`src/rtl/bai_tap_2_sequence_generator.sv`:
```
// Serial pattern generator: sends bits [len-1:0] of a latched pattern MSB-first,
// once, a fixed number of times, or continuously until a graceful stop.
module bai_tap_2_sequence_generator #(
    parameter int WIDTH = 8,
    parameter int LW    = 4,
    parameter int RW    = 4
) (
    input  logic             clk,
    input  logic             reset,
    input  logic             start,
    input  logic             stop,
    input  logic [WIDTH-1:0] pattern,
    input  logic [LW-1:0]    len,
    input  logic [RW-1:0]    rep,
    output logic             w,
    output logic             valid,
    output logic             busy,
    output logic             done
);

    localparam int IW = (WIDTH > 1) ? $clog2(WIDTH) : 1;

    typedef enum logic [1:0] {IDLE, SEND, DONE} state_t;

    state_t           state, state_n;
    logic [WIDTH-1:0] pat_q, pat_n;
    logic [IW-1:0]    last_q, last_n;
    logic [IW-1:0]    idx_q, idx_n, idx_dec, start_last;
    logic [RW-1:0]    rem_q, rem_n;
    logic             stop_q, stop_n;
    logic             w_n, valid_n, busy_n, done_n;
    logic             stop_eff, more;

    // Out-of-range length (0 or > WIDTH) falls back to the full pattern width.
    always_comb begin
        if (len == '0 || 32'(len) > 32'(WIDTH))
            start_last = IW'(WIDTH - 1);
        else
            start_last = IW'(len - LW'(1));
    end

    assign idx_dec = idx_q - IW'(1);

    always_comb begin
        state_n  = state;
        pat_n    = pat_q;
        last_n   = last_q;
        idx_n    = idx_q;
        rem_n    = rem_q;
        stop_n   = 1'b0;
        w_n      = 1'b0;
        valid_n  = 1'b0;
        busy_n   = 1'b0;
        done_n   = 1'b0;
        stop_eff = stop_q | stop;
        more     = 1'b0;
        case (state)
            IDLE: begin
                if (start) begin
                    state_n = SEND;
                    pat_n   = pattern;
                    last_n  = start_last;
                    idx_n   = start_last;
                    rem_n   = rep;
                    w_n     = pattern[start_last];
                    valid_n = 1'b1;
                    busy_n  = 1'b1;
                end
            end
            SEND: begin
                busy_n = 1'b1;
                // rem_q == 0 means continuous; it is never decremented in that mode.
                more   = !stop_eff && (rem_q == '0 || rem_q > RW'(1));
                if (idx_q != '0) begin
                    idx_n   = idx_dec;
                    stop_n  = stop_eff;
                    w_n     = pat_q[idx_dec];
                    valid_n = 1'b1;
                end else if (more) begin
                    idx_n   = last_q;
                    if (rem_q != '0)
                        rem_n = rem_q - RW'(1);
                    w_n     = pat_q[last_q];
                    valid_n = 1'b1;
                end else begin
                    state_n = DONE;
                    idx_n   = '0;
                    rem_n   = '0;
                    done_n  = 1'b1;
                end
            end
            DONE: begin
                state_n = IDLE;
            end
            default: begin
                state_n = IDLE;
            end
        endcase
    end

    always_ff @(posedge clk or posedge reset) begin
        if (reset) begin
            state  <= IDLE;
            pat_q  <= '0;
            last_q <= '0;
            idx_q  <= '0;
            rem_q  <= '0;
            stop_q <= 1'b0;
            w      <= 1'b0;
            valid  <= 1'b0;
            busy   <= 1'b0;
            done   <= 1'b0;
        end else begin
            state  <= state_n;
            pat_q  <= pat_n;
            last_q <= last_n;
            idx_q  <= idx_n;
            rem_q  <= rem_n;
            stop_q <= stop_n;
            w      <= w_n;
            valid  <= valid_n;
            busy   <= busy_n;
            done   <= done_n;
        end
    end

endmodule

```
`config.mk`:
```
export PLATFORM = sky130hd
export DESIGN_NAME = bai_tap_2_sequence_generator
export DESIGN_NICKNAME = d
export VERILOG_FILES = /design/src/rtl/bai_tap_2_sequence_generator.sv
export SDC_FILE = /design/constraint.sdc
export NUM_CORES = 1
export LEC_CHECK = 0
export ABC_AREA = 1
export BUFFER_PORTS_ARGS = -buffer_cell sky130_fd_sc_hd__buf_2
export CORE_ASPECT_RATIO = 0.9
export CORE_MARGIN = 8
export CORE_UTILIZATION = 40
export DETAILED_ROUTE_END_ITERATION = 7
export MAX_ROUTING_LAYER = met4
export PLACE_DENSITY = 0.71
export SYNTH_ARGS = -nofsm -noshare
export SYNTH_HDL_FRONTEND = slang
export SYNTH_SLANG_ARGS = --single-unit
```
`constraint.sdc`:
```
create_clock -name clk -period 1.5 [get_ports clk]
set_clock_uncertainty 0.05 [all_clocks]
set_input_delay 0.3 -clock clk [delete_from_list [all_inputs] [get_ports clk]]
set_output_delay 0.3 -clock clk [all_outputs]
set_load 0.005 [all_outputs]
```
# Word-level counts from Yosys, hierarchy flattened
# Cells that the tools add are included.
totals:
  ramBits: 0
  mem_bits_ro: 0
  word_cells: 72
  latchBits: 0
  memories: 0
  regBits: 25
  in_bits: 20
op_classes:
  n_lt_le_gt_ge: 5
  eq_ne: 5
  n_addsub: 3
  div: 0
  n_reduce_logical: 14
  shift: 0
  muxes: 34
  mul: 0
  bitwise_logic: 1
ops:
  columns: ["cell", "n"]
  rows:
  - ["2-to-1 mux 4 bit", 4]
  - ["2-to-1 mux 1 bit", 14]
  - ["< comparator 3 x 4 -> 1 bit (second input constant)", 3]
  - ["2-to-1 mux 3 bit", 4]
  - ["binary-select mux 1 bit (select 3 bit)", 3]
  - ["logical NOT 4 bit", 2]
  - ["case mux 4 bit (2 select lines)", 1]
  - ["2-to-1 mux 2 bit", 3]
  - ["!= test 2 bit (second input constant)", 3]
  - ["case mux 1 bit (2 select lines)", 3]
  - ["case mux 3 bit (2 select lines)", 1]
  - ["subtractor 3 x 1 -> 3 bit (second input constant)", 2]
  - ["> comparator 4 x 1 -> 1 bit (second input constant)", 1]
  - ["> comparator 4 bit (second input constant)", 1]
  - ["case mux 2 bit (2 select lines)", 1]
  - ["AND reduction 2 bit", 2]
  - ["AND reduction 4 bit", 1]
  - ["nonzero test 4 bit", 1]
  - ["subtractor 4 x 1 -> 4 bit (second input constant)", 1]
  - ["!= test 3 bit (second input constant)", 1]
  - ["AND reduction 3 bit", 1]
  - ["nonzero test 3 bit", 1]
  - ["equality test 2 x 1 -> 1 bit (second input constant)", 1]
  - ["logical NOT 2 bit", 1]
  - ["other kinds (5)", 6]

# Depth between registers and ports, before layout
# Gate-level depths: netlist of the first run.
depth:
  ltp_word: 7
  ltp_mapped: 11

# Worst setup path before layout of the first run
# No wires, ideal clock.
synth_timing:
  path_kind: "register -> register"
  startpoint: "reg idx_q[0]"
  endpoint: "reg w"
  slack_ns: 0.073
  n_path_buf: 0
  t_arrival_ns: 1.261
  setup_time_ns: 0.116
  stages_incl_launch_ff: 11
  required_ns: 1.334
  cell_sequence: "dfrtp_1 -> inv_1 -> ha_1 -> inv_1 -> nand3_1 -> nand2_1 -> nand2_1 -> nand3_1 -> nand2_1 -> inv_1 -> nand2_1"
synth_via:
  elab_chain_len: 5
  elab_cells_between_ends: 6
  classes_between: "1 x add/sub; 4 x mux; 1 x reduce/logical"
synth_lines:
  columns: ["element", "line", "text"]
  rows:
  - ["start, declared", "28", "logic [IW-1:0] idx_q, idx_n, idx_dec, start_last;"]
  - ["start signal, assigned", "117", "idx_q <= idx_n;"]
  - ["subtractor 3 x 1 -> 3 bit", "42", "assign idx_dec = idx_q - IW'(1);"]
  - ["binary-select mux 1 bit (select 3 bit)", "77", "w_n = pat_q[idx_dec];"]
  - ["2-to-1 mux 1 bit (implied by the code)", "77", null]
  - ["2-to-1 mux 1 bit (*)", "74", "if (idx_q != '0) begin"]
  - ["case mux 1 bit (2 select lines) (*)", "57", "case (state)"]
  - ["via w_n", "31", "logic w_n, valid_n, busy_n, done_n;"]
  - ["end signal, assigned", "120", "w <= w_n;"]
  - ["end, declared", "15", "output logic w,"]
# The timed path passes the listed nets; every way through them passes the cells marked *. The select of a mux whose other input is x is not followed.
# A chain may end at the register's enable or synchronous reset.

# Worst setup path in the final report of the first run
layout_timing:
  startpoint: "reg rem_q[1]"
  endpoint: "reg rem_q[2]"
layout_via:
  elab_chain_len: 6
  elab_cells_between_ends: 12
  classes_between: "1 x add/sub; 1 x order compare; 1 x eq/ne; 4 x mux; 5 x reduce/logical"
layout_lines:
  columns: ["element", "line", "text"]
  rows:
  - ["start, declared", "29", "logic [RW-1:0] rem_q, rem_n;"]
  - ["start signal, assigned", "118", "rem_q <= rem_n;"]
  - ["> comparator 4 x 1 -> 1 bit or logical NOT 4 bit (tied branches)", "73", "more = !stop_eff && (rem_q == '0 || rem_q > RW'(1));"]
  - ["logical OR 1 bit", "73", null]
  - ["logical AND 1 bit", "73", null]
  - ["2-to-1 mux 4 bit", "79", "end else if (more) begin"]
  - ["2-to-1 mux 4 bit", "74", null]
  - ["case mux 4 bit (2 select lines)", "57", null]
# Several ways; a longest one is shown, not always the timed one. The select of a mux whose other input is x is not followed.

==> results.sh, run 1 <==
export IMPL_status="finished, final reports clean"
export IMPL_viasPerCell=4.78
export IMPL_syn_inst=214
export IMPL_vias=1402
export IMPL_powerDensity_mw_per_mm2=2010
export IMPL_slowest_delay_ns=0.41
export IMPL_cp_slowest_cell="dfrtp_1"
export IMPL_power_leakage_nw=0.991
export IMPL_dpl_cell_area_mm2=0.00179
export IMPL_max_freq_mhz=709
export IMPL_synth_seq_area_share_pct=40.0
export IMPL_netlist_area_mm2=0.00157
export IMPL_cp_data_required_time_ns=1.65
export IMPL_grt_max_degree=26
export IMPL_hold_viol=0
export IMPL_n_fill_cell=375
export IMPL_clock_sinks=25
export IMPL_ys_flop_type="dfrtp_1"
export IMPL_min_period_ns=1.41
export IMPL_ios=24
export IMPL_dp_cells=289
export IMPL_clock_root_buffer="clkbuf_8"
export IMPL_cp_end_kind="flop"
export IMPL_dieArea_mm2=0.00617
export IMPL_cts_hold_buf=0
export IMPL_synth_area_leaders="dfrtp_1, nand2_1, nand3_1, inv_1, ha_1"
export IMPL_fin_nets=273
export IMPL_first_pass_iters=4
export IMPL_drv_slew=0
export IMPL_ys_ff_latch=25
export IMPL_cts_buffers=3
export IMPL_worst_setup_path_start_kind="flop"
export IMPL_yosysWarnings=0
export IMPL_yosysTopAreaCell="dfrtp_1"
export IMPL_grt_pass1_wl_um=5890
export IMPL_hold_ws_ns=0.0160
export IMPL_synth_nets=239
export IMPL_first_global_vias=1407
export IMPL_htree_num_levels=1
export IMPL_maxCapViolCount=0
export IMPL_slew_headroom_pct=78.5
export IMPL_crit_fanout=4
export IMPL_wirelength_um=3380
export IMPL_drcViolationCount=0
export IMPL_cts_tree="yes"
export IMPL_die_x_um=81.9
export IMPL_row_count=21
export IMPL_track_usage_pct=12.1
export IMPL_clk_pin_slew_ns=0.09
export IMPL_hpwl_um=2640
export IMPL_drt_iter0_drc=93
export IMPL_synth_edf_count=0
export IMPL_port_buffer_count=23
export IMPL_path_depth=10
export IMPL_finalCritPeriodShare_pct=94.0
export IMPL_die_y_um=75.3
export IMPL_fin_util_pct=49.7
export IMPL_initial_utilization_pct=42.0
export IMPL_fin_setup_tns_ns=0
export IMPL_irDropWorstVdd_mv=0.673
export IMPL_antennaDiodeCount=0
export IMPL_crit_top_cell="nor2_1"
export IMPL_wl_per_cell_um=11.5
export IMPL_stdcell_count=293
export IMPL_clk_path_buf_depth=2
export IMPL_insertion_delay_ns=0.26
export IMPL_worstMarginPinSlew_ns=0.323
export IMPL_syn_area_per_cell_um2=7.31
export IMPL_rr_worst_depth=10
export IMPL_area_delta_synth_final_pct=18.4
export IMPL_design_area_mm2=0.00185
export IMPL_finalSetupViolCount=0
export IMPL_grt_overflow_total=0
export IMPL_rsz0062_at_grt="yes"
export IMPL_place_congestion=0.879
export IMPL_netlist_cell_type_count=24
export IMPL_path_class="reg -> reg"
export IMPL_arrival_ns=1.56
export IMPL_antenna_left=0
export IMPL_core_area_mm2=0.00373
export IMPL_synthArstFlopShare_pct=100
export IMPL_cp_top_family="simple AND/OR/NAND/NOR gates"
export IMPL_drive_gt1_share_pct=25.9
export IMPL_cp_cell_sequence="inv_1, ha_4, inv_1, nand3_2, nand2_2, nor2_4, inv_2, nor2_1, nor2_1, nor2_1"
export IMPL_synth_top_area_share_pct=40.0
export IMPL_hold_class="in -> async"
export IMPL_grt_antenna_before_repair=0
export IMPL_crit_buf_inv=3
-- path summary, 6_finish.rpt --
check	endpoint	slack, ns	start
worst min register to register	idx_q[1]$_DFFE_PP0P_	0.45	idx_q[1]$_DFFE_PP0P_
worst max-delay path	rem_q[2]$_DFFE_PP0P_	0.09	rem_q[1]$_DFFE_PP0P_
worst max register to register	rem_q[2]$_DFFE_PP0P_	0.09	rem_q[1]$_DFFE_PP0P_
worst min-delay path	rem_q[3]$_DFFE_PP0P_	0.02	reset
min in group clk	pat_q[2]$_DFFE_PP0P_	0.19	pattern[2]
max in group asynchronous	idx_q[1]$_DFFE_PP0P_	1.14	reset
-- routing by layer --
| layer | track usage [%] | wire [µm] |
|---|---|---|
| met4 | 3.89 | 34 |
| met3 | 1.18 | 99 |
| met5 | - | 0 |
| met2 | 19.4 | 1520 |
| met1 | 15.7 | 1730 |
-- cell usage in the layout (no fill, tap or decap) --
| cell type | count |
|---|---|
| inv_2 | 4 |
| a21oi_2 | 3 |
| nand2_1 | 70 |
| xnor2_1 | 2 |
| a21oi_1 | 4 |
| ha_1 | 3 |
| nor2_1 | 13 |
| inv_1 | 27 |
| buf_4 | 7 |
| o2111ai_1 | 1 |
| inv_6 | 1 |
| dfrtp_1 | 25 |
| inv_4 | 2 |
| clkbuf_1 | 1 |
| ha_4 | 1 |
| clkbuf_8 | 3 |
| o21ai_0 | 11 |
| nor2_2 | 2 |
| nand2_2 | 6 |
| nand3_1 | 22 |
| buf_2 | 23 |
| a22oi_2 | 1 |
| ha_2 | 1 |
| clkinv_2 | 1 |
| nand3_2 | 2 |
| nand3b_1 | 1 |
| nand4_1 | 3 |
| nand2_4 | 5 |
| nor2_4 | 2 |
-- power breakdown --
group	internal [mW]	switching (mW)	leakage, nW
clock network	0.190	0.212	0.0228
registers	0.998	0.256	0.299
logic	0.846	1.22	0.670
-- state kept, by name, summed over array words and instances, names as in the netlist --
register / cells
pat_q: 8
rem_q: 4
busy: 1
stop_q: 1
idx_q: 3
w: 1
done: 1
last_q: 3
valid: 1
state: 2
-- synthesized netlist by cell type (2+ instances only) --
library cell  count
inv_4             2
nor2_2            2
o21ai_0          11
inv_1            29
nand2_1          71
nand2_2           5
ha_1              5
nand3_1          23
a21oi_2           3
nor2_1           13
xnor2_1           2
nand2_4           5
nor2_4            2
dfrtp_1          25
inv_2             2
a21oi_1           4
nand4_1           3
-- worst reg2reg max path: cells and delay by family (launching register included) --
family	cells	cell delay, ns
and+or+nand+nor	6	0.53
DFF	1	0.41
buffers and inverters	3	0.23
adders and majority gates	1	0.15
-- metrics by stage --
step / total power, mW / worst slack (ns)
3_3_place_gp: 3.22 / 0.0686
4_1_cts: 3.66 / 0.0327
5_1_grt: 4.08 / -0.00641
3_5_place_dp: 3.24 / 0.0600
6_report: 3.72 / 0.0905
2_1_floorplan: 2.71 / 0.0727
-- cells by family (layout without fill, tap and decap cells) --
group | count (synthesis) | in the layout | synth area share, %
AND/OR/NAND/NOR | 126 | 126 | 37.7
buffers and inverters | 36 | 69 | 9.43
flip-flops | 25 | 25 | 40.0
AO/OA/AOI/OAI | 20 | 20 | 7.83
adder cells (fa/ha/maj) | 5 | 5 | 4.00
XOR/XNOR | 2 | 2 | 1.12
-- final cells by class --
type / count / area [µm²] / share of cell area [%]
multi-input combinational: 153 / 815 / 44.0
sequential: 25 / 626 / 33.8
timing repair buffer: 30 / 168 / 9.05
inverter: 35 / 143 / 7.70
tap: 46 / 57.6 / 3.11
clock buffer: 4 / 45.0 / 2.43
-- repair_timing --
action                                  CTS  global route
endpoints found under the hold margin     0             0
endpoints found under the setup margin    0             7
gates resized for setup                   0             7
setup buffers                             0             0
No activity file was read; power rests on OpenSTA's default activity.
==> run 2, diff against run 1 <==
--- a/config.mk
+++ b/config.mk
@@ -12,7 +12,6 @@
 export CORE_UTILIZATION = 40
 export DETAILED_ROUTE_END_ITERATION = 7
 export MAX_ROUTING_LAYER = met4
-export PLACE_DENSITY = 0.71
 export SYNTH_ARGS = -nofsm -noshare
 export SYNTH_HDL_FRONTEND = slang
 export SYNTH_SLANG_ARGS = --single-unit
==> run 2 against run 1 <==
Combinational power grew 5%. Critical path depth fell by 3. Global-route usage up 0.95 points. First-iteration DRC count decreased by 23%. Via count about the same. Sequential share of layout area is 0.63 points lower. Wire length rose by 6.2%. Register-to-register slack barely moved. Cell count up 1.0%. Critical endpoint is now idx_q[2]$_DFFE_PP0P_.
==> results.sh, run 2 (same netlist as run 1, synthesis figures left out) <==
export IMPL_vias=1401
export IMPL_crit_fanout=4
export IMPL_first_pass_iters=4
export IMPL_wl_per_cell_um=12.1
export IMPL_finalCritPeriodShare_pct=93.5
export IMPL_hpwl_um=2820
export IMPL_ff2ff_setup_slack_ns=0.1
export IMPL_drcViolationCount=0
export IMPL_antennaDiodeCount=0
export IMPL_hold_viol=0
export IMPL_antenna_left=0
export IMPL_power_leakage_nw=1.01
export IMPL_clk_pin_slew_ns=0.09
export IMPL_arrival_ns=1.56
export IMPL_clk_path_buf_depth=2
export IMPL_die_x_um=81.9
export IMPL_htree_num_levels=1
export IMPL_core_area_mm2=0.00373
export IMPL_cp_end_kind="flop"
export IMPL_finalSetupViolCount=0
export IMPL_area_delta_synth_final_pct=20.6
export IMPL_drv_slew=0
export IMPL_final_common_cell="nand2_1"
export IMPL_hold_class="in -> async"
export IMPL_cts_tree="yes"
export IMPL_maxCapViolCount=0
export IMPL_fin_ws_ns=0.0972
export IMPL_post_place_ws_ns=0.0456
export IMPL_fin_nets=276
export IMPL_power_total_mw=3.84
export IMPL_mostFrequentLayoutCells="nand2_1, inv_1, dfrtp_1"
export IMPL_grt_pass1_wl_um=6090
export IMPL_powerDensity_mw_per_mm2=2030
export IMPL_min_period_ns=1.40
export IMPL_path_class="reg -> reg"
export IMPL_drt_iter0_drc=72
export IMPL_place_congestion=0.853
export IMPL_dp_cells=291
export IMPL_insertion_delay_ns=0.27
export IMPL_status="finished, final reports clean"
export IMPL_dieArea_mm2=0.00617
export IMPL_fin_setup_tns_ns=0
export IMPL_clock_root_buffer="clkbuf_8"
export IMPL_max_freq_mhz=713
export IMPL_irDropWorstVdd_mv=0.753
export IMPL_grt_antenna_before_repair=0
export IMPL_ios=24
export IMPL_die_y_um=75.3
export IMPL_grt_max_degree=26
export IMPL_top_regs="pat_q (8), rem_q (4)"
export IMPL_stdcell_count=296
export IMPL_cts_buffers=3
export IMPL_first_global_vias=1332
export IMPL_cp_data_required_time_ns=1.66
export IMPL_worstMarginPinSlew_ns=0.338
export IMPL_regMostFlops="pat_q"
export IMPL_rr_startpoint="idx_q[0]$_DFFE_PP0P_"
export IMPL_design_area_mm2=0.00189
export IMPL_initial_utilization_pct=42.0
export IMPL_port_buffer_count=23
export IMPL_largest_reg_flops=8
export IMPL_r2r_end="idx_q[2]$_DFFE_PP0P_"
export IMPL_drive_gt1_share_pct=27.2
export IMPL_rr_worst_depth=7
export IMPL_dpl_cell_area_mm2=0.00180
export IMPL_viasPerCell=4.73
export IMPL_slew_headroom_pct=77.5
export IMPL_clock_sinks=25
export IMPL_worst_setup_path_start_kind="flop"
export IMPL_row_count=21
export IMPL_wirelength_um=3590
export IMPL_track_usage_pct=13.0
export IMPL_grt_overflow_total=0
## run 2: cell count changes in the layout (fill, tap and decap cells not counted), sizes merged
cell / previous run / this run
buf: 30 / 33
## run 2: layout make-up
class,instances,area [µm²]
Clock buffer,4,45.0
Timing Repair Buffer,33,190
Sequential cell,25,626
Inverter,35,143
Multi-Input combinational cell,153,827
Tap cell,46,57.6
Fill cell,379,1840
## run 2: how the worst max path moves through the flow
stage	to	slack, ns	startpoint
after global routing	rem_q[2]$_DFFE_PP0P_	-0.02	rem_q[0]$_DFFE_PP0P_
after floorplan	w$_DFF_PP0_	0.07	idx_q[0]$_DFFE_PP0P_
after CTS	rem_q[2]$_DFFE_PP0P_	0.04	idx_q[0]$_DFFE_PP0P_
after detailed placement	w$_DFF_PP0_	0.05	len[0]
final	idx_q[2]$_DFFE_PP0P_	0.1	idx_q[0]$_DFFE_PP0P_
after global placement	w$_DFF_PP0_	0.07	len[0]
## run 2: timing repair
action,in CTS,in global routing
resized for setup,0,8
buffers inserted,0,1
hold buffers,0,0
setup endpoints to repair,0,9
## run 2: stage by stage
stage          hold slack [ns]  util (%)
3_3_place_gp             0.321      48.3
5_1_grt                 0.0508      50.6
4_1_cts                 0.0216      49.5
3_5_place_dp             0.321      48.3
2_1_floorplan            0.277         -
6_report                0.0140      50.6
## run 2: critical path, stage by stage (launching register included)
cell and delay [ns]:
dfrtp_1 0.38, inv_2 0.07, ha_1 0.24, xnor2_2 0.17, buf_4 0.15, a22oi_2 0.13, nand3_1 0.10, nand2_1 0.07
## run 2: power by group
group | internal [mW] | switching [mW] | leakage, nW
Sequential | 0.998 | 0.262 | 0.299
Combinational | 0.915 | 1.26 | 0.687
Clock | 0.190 | 0.215 | 0.0228
## run 2: metal layers
layer | track usage, % | part of all wire [%] | wire (µm) | vias up
met5 | - | 0 | 0 | -
met2 | 18.9 | 43 | 1550 | 27
met4 | 3.50 | 1.1 | 40 | 0
met1 | 18.0 | 52 | 1870 | 626
met3 | 2.48 | 3.4 | 122 | 2
li1 | - | - | - | 746
==> run 3, diff against run 2 <==
--- a/config.mk
+++ b/config.mk
@@ -8,10 +8,10 @@
 export ABC_AREA = 1
 export BUFFER_PORTS_ARGS = -buffer_cell sky130_fd_sc_hd__buf_2
 export CORE_ASPECT_RATIO = 0.9
-export CORE_MARGIN = 8
 export CORE_UTILIZATION = 40
 export DETAILED_ROUTE_END_ITERATION = 7
 export MAX_ROUTING_LAYER = met4
+export PLACE_DENSITY = 0.72
 export SYNTH_ARGS = -nofsm -noshare
 export SYNTH_HDL_FRONTEND = slang
 export SYNTH_SLANG_ARGS = --single-unit
==> run 3 against run 2 <==
The run now ends with design-rule violations left. Global-route usage is 6.1 points higher. Combinational power is 3% lower. Via count is 1.4% lower.
==> results.sh, run 3 (same netlist as run 1, synthesis figures left out) <==
export IMPL_status="finished with violations"
export IMPL_violations="design-rule violations"
export IMPL_drcViolationCount=2
export IMPL_maxCapViolCount=0
export IMPL_ios=24
export IMPL_irDropWorstVdd_mv=0.571
export IMPL_grtUsageMet1_pct=27.0
export IMPL_port_buffer_count=23
export IMPL_core_area_mm2=0.00373
export IMPL_max_freq_mhz=714
export IMPL_dp_cells=288
export IMPL_slew_headroom_pct=78.0
export IMPL_clock_sinks=25
export IMPL_rsz0062_at_grt="no"
export IMPL_viasPerCell=4.72
export IMPL_hpwl_um=2580
export IMPL_hold_viol=0
export IMPL_drive_gt1_share_pct=27.1
export IMPL_die_y_um=61.3
export IMPL_area_delta_synth_final_pct=19.0
export IMPL_clk_path_buf_depth=2
export IMPL_busiest_layer="met2"
export IMPL_place_congestion=0.883
export IMPL_finalCritPeriodShare_pct=93.4
export IMPL_path_class="reg -> reg"
export IMPL_dieArea_mm2=0.00417
export IMPL_final_common_cell="nand2_1"
export IMPL_power_leakage_nw=0.993
export IMPL_fin_nets=273
export IMPL_first_global_vias=1197
export IMPL_regMostFlops="pat_q"
export IMPL_cp_slowest_cell="dfrtp_1"
export IMPL_vias=1382
export IMPL_cts_tree="yes"
export IMPL_fin_setup_tns_ns=0
export IMPL_antennaDiodeCount=0
export IMPL_grt_pass1_wl_um=5640
export IMPL_crit_fanout=4
export IMPL_mostFrequentLayoutCells="nand2_1, inv_1, dfrtp_1"
export IMPL_grt_use_met2_pct=28.3
export IMPL_fin_ws_ns=0.0997
export IMPL_worst_setup_path_start_kind="flop"
export IMPL_largest_reg_flops=8
export IMPL_insertion_delay_ns=0.27
export IMPL_cp_end_kind="flop"
export IMPL_hold_class="in -> async"
export IMPL_slowest_delay_ns=0.42
export IMPL_finalSetupViolCount=0
export IMPL_grt_overflow_total=0
export IMPL_top_regs="pat_q (8), rem_q (4)"
export IMPL_powerDensity_mw_per_mm2=2030
export IMPL_initial_utilization_pct=42.0
export IMPL_cts_buffers=3
export IMPL_clock_root_buffer="clkbuf_8"
export IMPL_min_period_ns=1.40
export IMPL_track_usage_pct=19.1
export IMPL_stdcell_count=293
export IMPL_wl_per_cell_um=11.7
export IMPL_first_pass_iters=6
export IMPL_cts_hold_buf=0
export IMPL_grt_antenna_before_repair=0
export IMPL_clk_pin_slew_ns=0.09
export IMPL_worstMarginPinSlew_ns=0.330
export IMPL_drt_iter0_drc=71
export IMPL_row_count=21
export IMPL_cp_top_family="simple AND/OR/NAND/NOR gates"
export IMPL_wirelength_um=3420
export IMPL_arrival_ns=1.56
export IMPL_n_fill_cell=388
export IMPL_crit_buf_inv=2
export IMPL_cp_data_required_time_ns=1.66
export IMPL_htree_num_levels=1
export IMPL_antenna_left=0
export IMPL_post_place_ws_ns=0.0283
export IMPL_grt_max_degree=26
export IMPL_met3_usage_pct=3.33
export IMPL_die_x_um=67.9
export IMPL_drv_slew=0
export IMPL_cp_cell_sequence="inv_2, ha_2, inv_1, nand3_2, nand2_2, nor2_4, nand3b_1, a21oi_2"
==> run 3: what timing repair did <==
item / 4_1_cts / 5_1_grt
hold endpoints to repair: 0 / 0
setup endpoints to repair: 0 / 8
setup buffers: 0 / 1
gates resized for setup: 0 / 9
==> run 3: layer usage <==
metal / part of all wire (%) / up-vias
met5: 0 / -
met4: 1.1 / 0
met3: 2.7 / 4
met2: 46 / 23
met1: 51 / 621
li1: - / 734
==> run 3: path summary, 6_finish.rpt <==
kind / startpoint / endpoint / slack [ns] / cells past startpoint
worst max-delay path: rem_q[1]$_DFFE_PP0P_ / rem_q[3]$_DFFE_PP0P_ / 0.1 / 8
worst min-delay path: reset / rem_q[3]$_DFFE_PP0P_ / 0.01 / 3
worst max register to register: rem_q[1]$_DFFE_PP0P_ / rem_q[3]$_DFFE_PP0P_ / 0.1 / 8
worst min register to register: idx_q[1]$_DFFE_PP0P_ / idx_q[1]$_DFFE_PP0P_ / 0.45 / 2
max in group asynchronous: reset / busy$_DFF_PP0_ / 1.14 / 3
min in group clk: pattern[2] / pat_q[2]$_DFFE_PP0P_ / 0.18 / 3
==> run 3: area by class of cell <==
class / instances / area (µm²) / share of cell area [%]
multi-input cells: 153 / 825 / 44.3
flip-flops and latches: 25 / 626 / 33.6
repair buffers: 30 / 168 / 9.00
inverters: 35 / 143 / 7.66
well taps: 46 / 57.6 / 3.09
clock buffers: 4 / 45.0 / 2.42
==> run 3: report_power, final <==
group | leakage [nW] | internal, mW | total [mW] | switching [mW]
logic | 0.671 | 0.852 | 2.10 | 1.25
clock network | 0.0228 | 0.190 | 0.416 | 0.226
registers | 0.299 | 0.998 | 1.26 | 0.265
==> run 3: per-stage QoR <==
stage | total power [mW] | hold WS (ns) | instance area, µm² | utilization, %
6_report | 3.78 | 0.0119 | 1860 | 49.9
5_1_grt | 4.14 | 0.0419 | 1860 | 49.9
4_1_cts | 3.67 | 0.0273 | 1820 | 48.9
3_5_place_dp | 3.24 | 0.325 | 1780 | 47.7
3_3_place_gp | 3.19 | 0.322 | 1780 | 47.7
2_1_floorplan | 2.71 | 0.277 | 1570 | -
==> run 3: worst register-to-register path: cells and delay by family (launching register included) <==
family          cells  cell delay [ns]
flops               1             0.42
simple gates        4             0.43
compound gates      1             0.14
fa+ha+maj           1             0.18
buf+inv             2             0.12
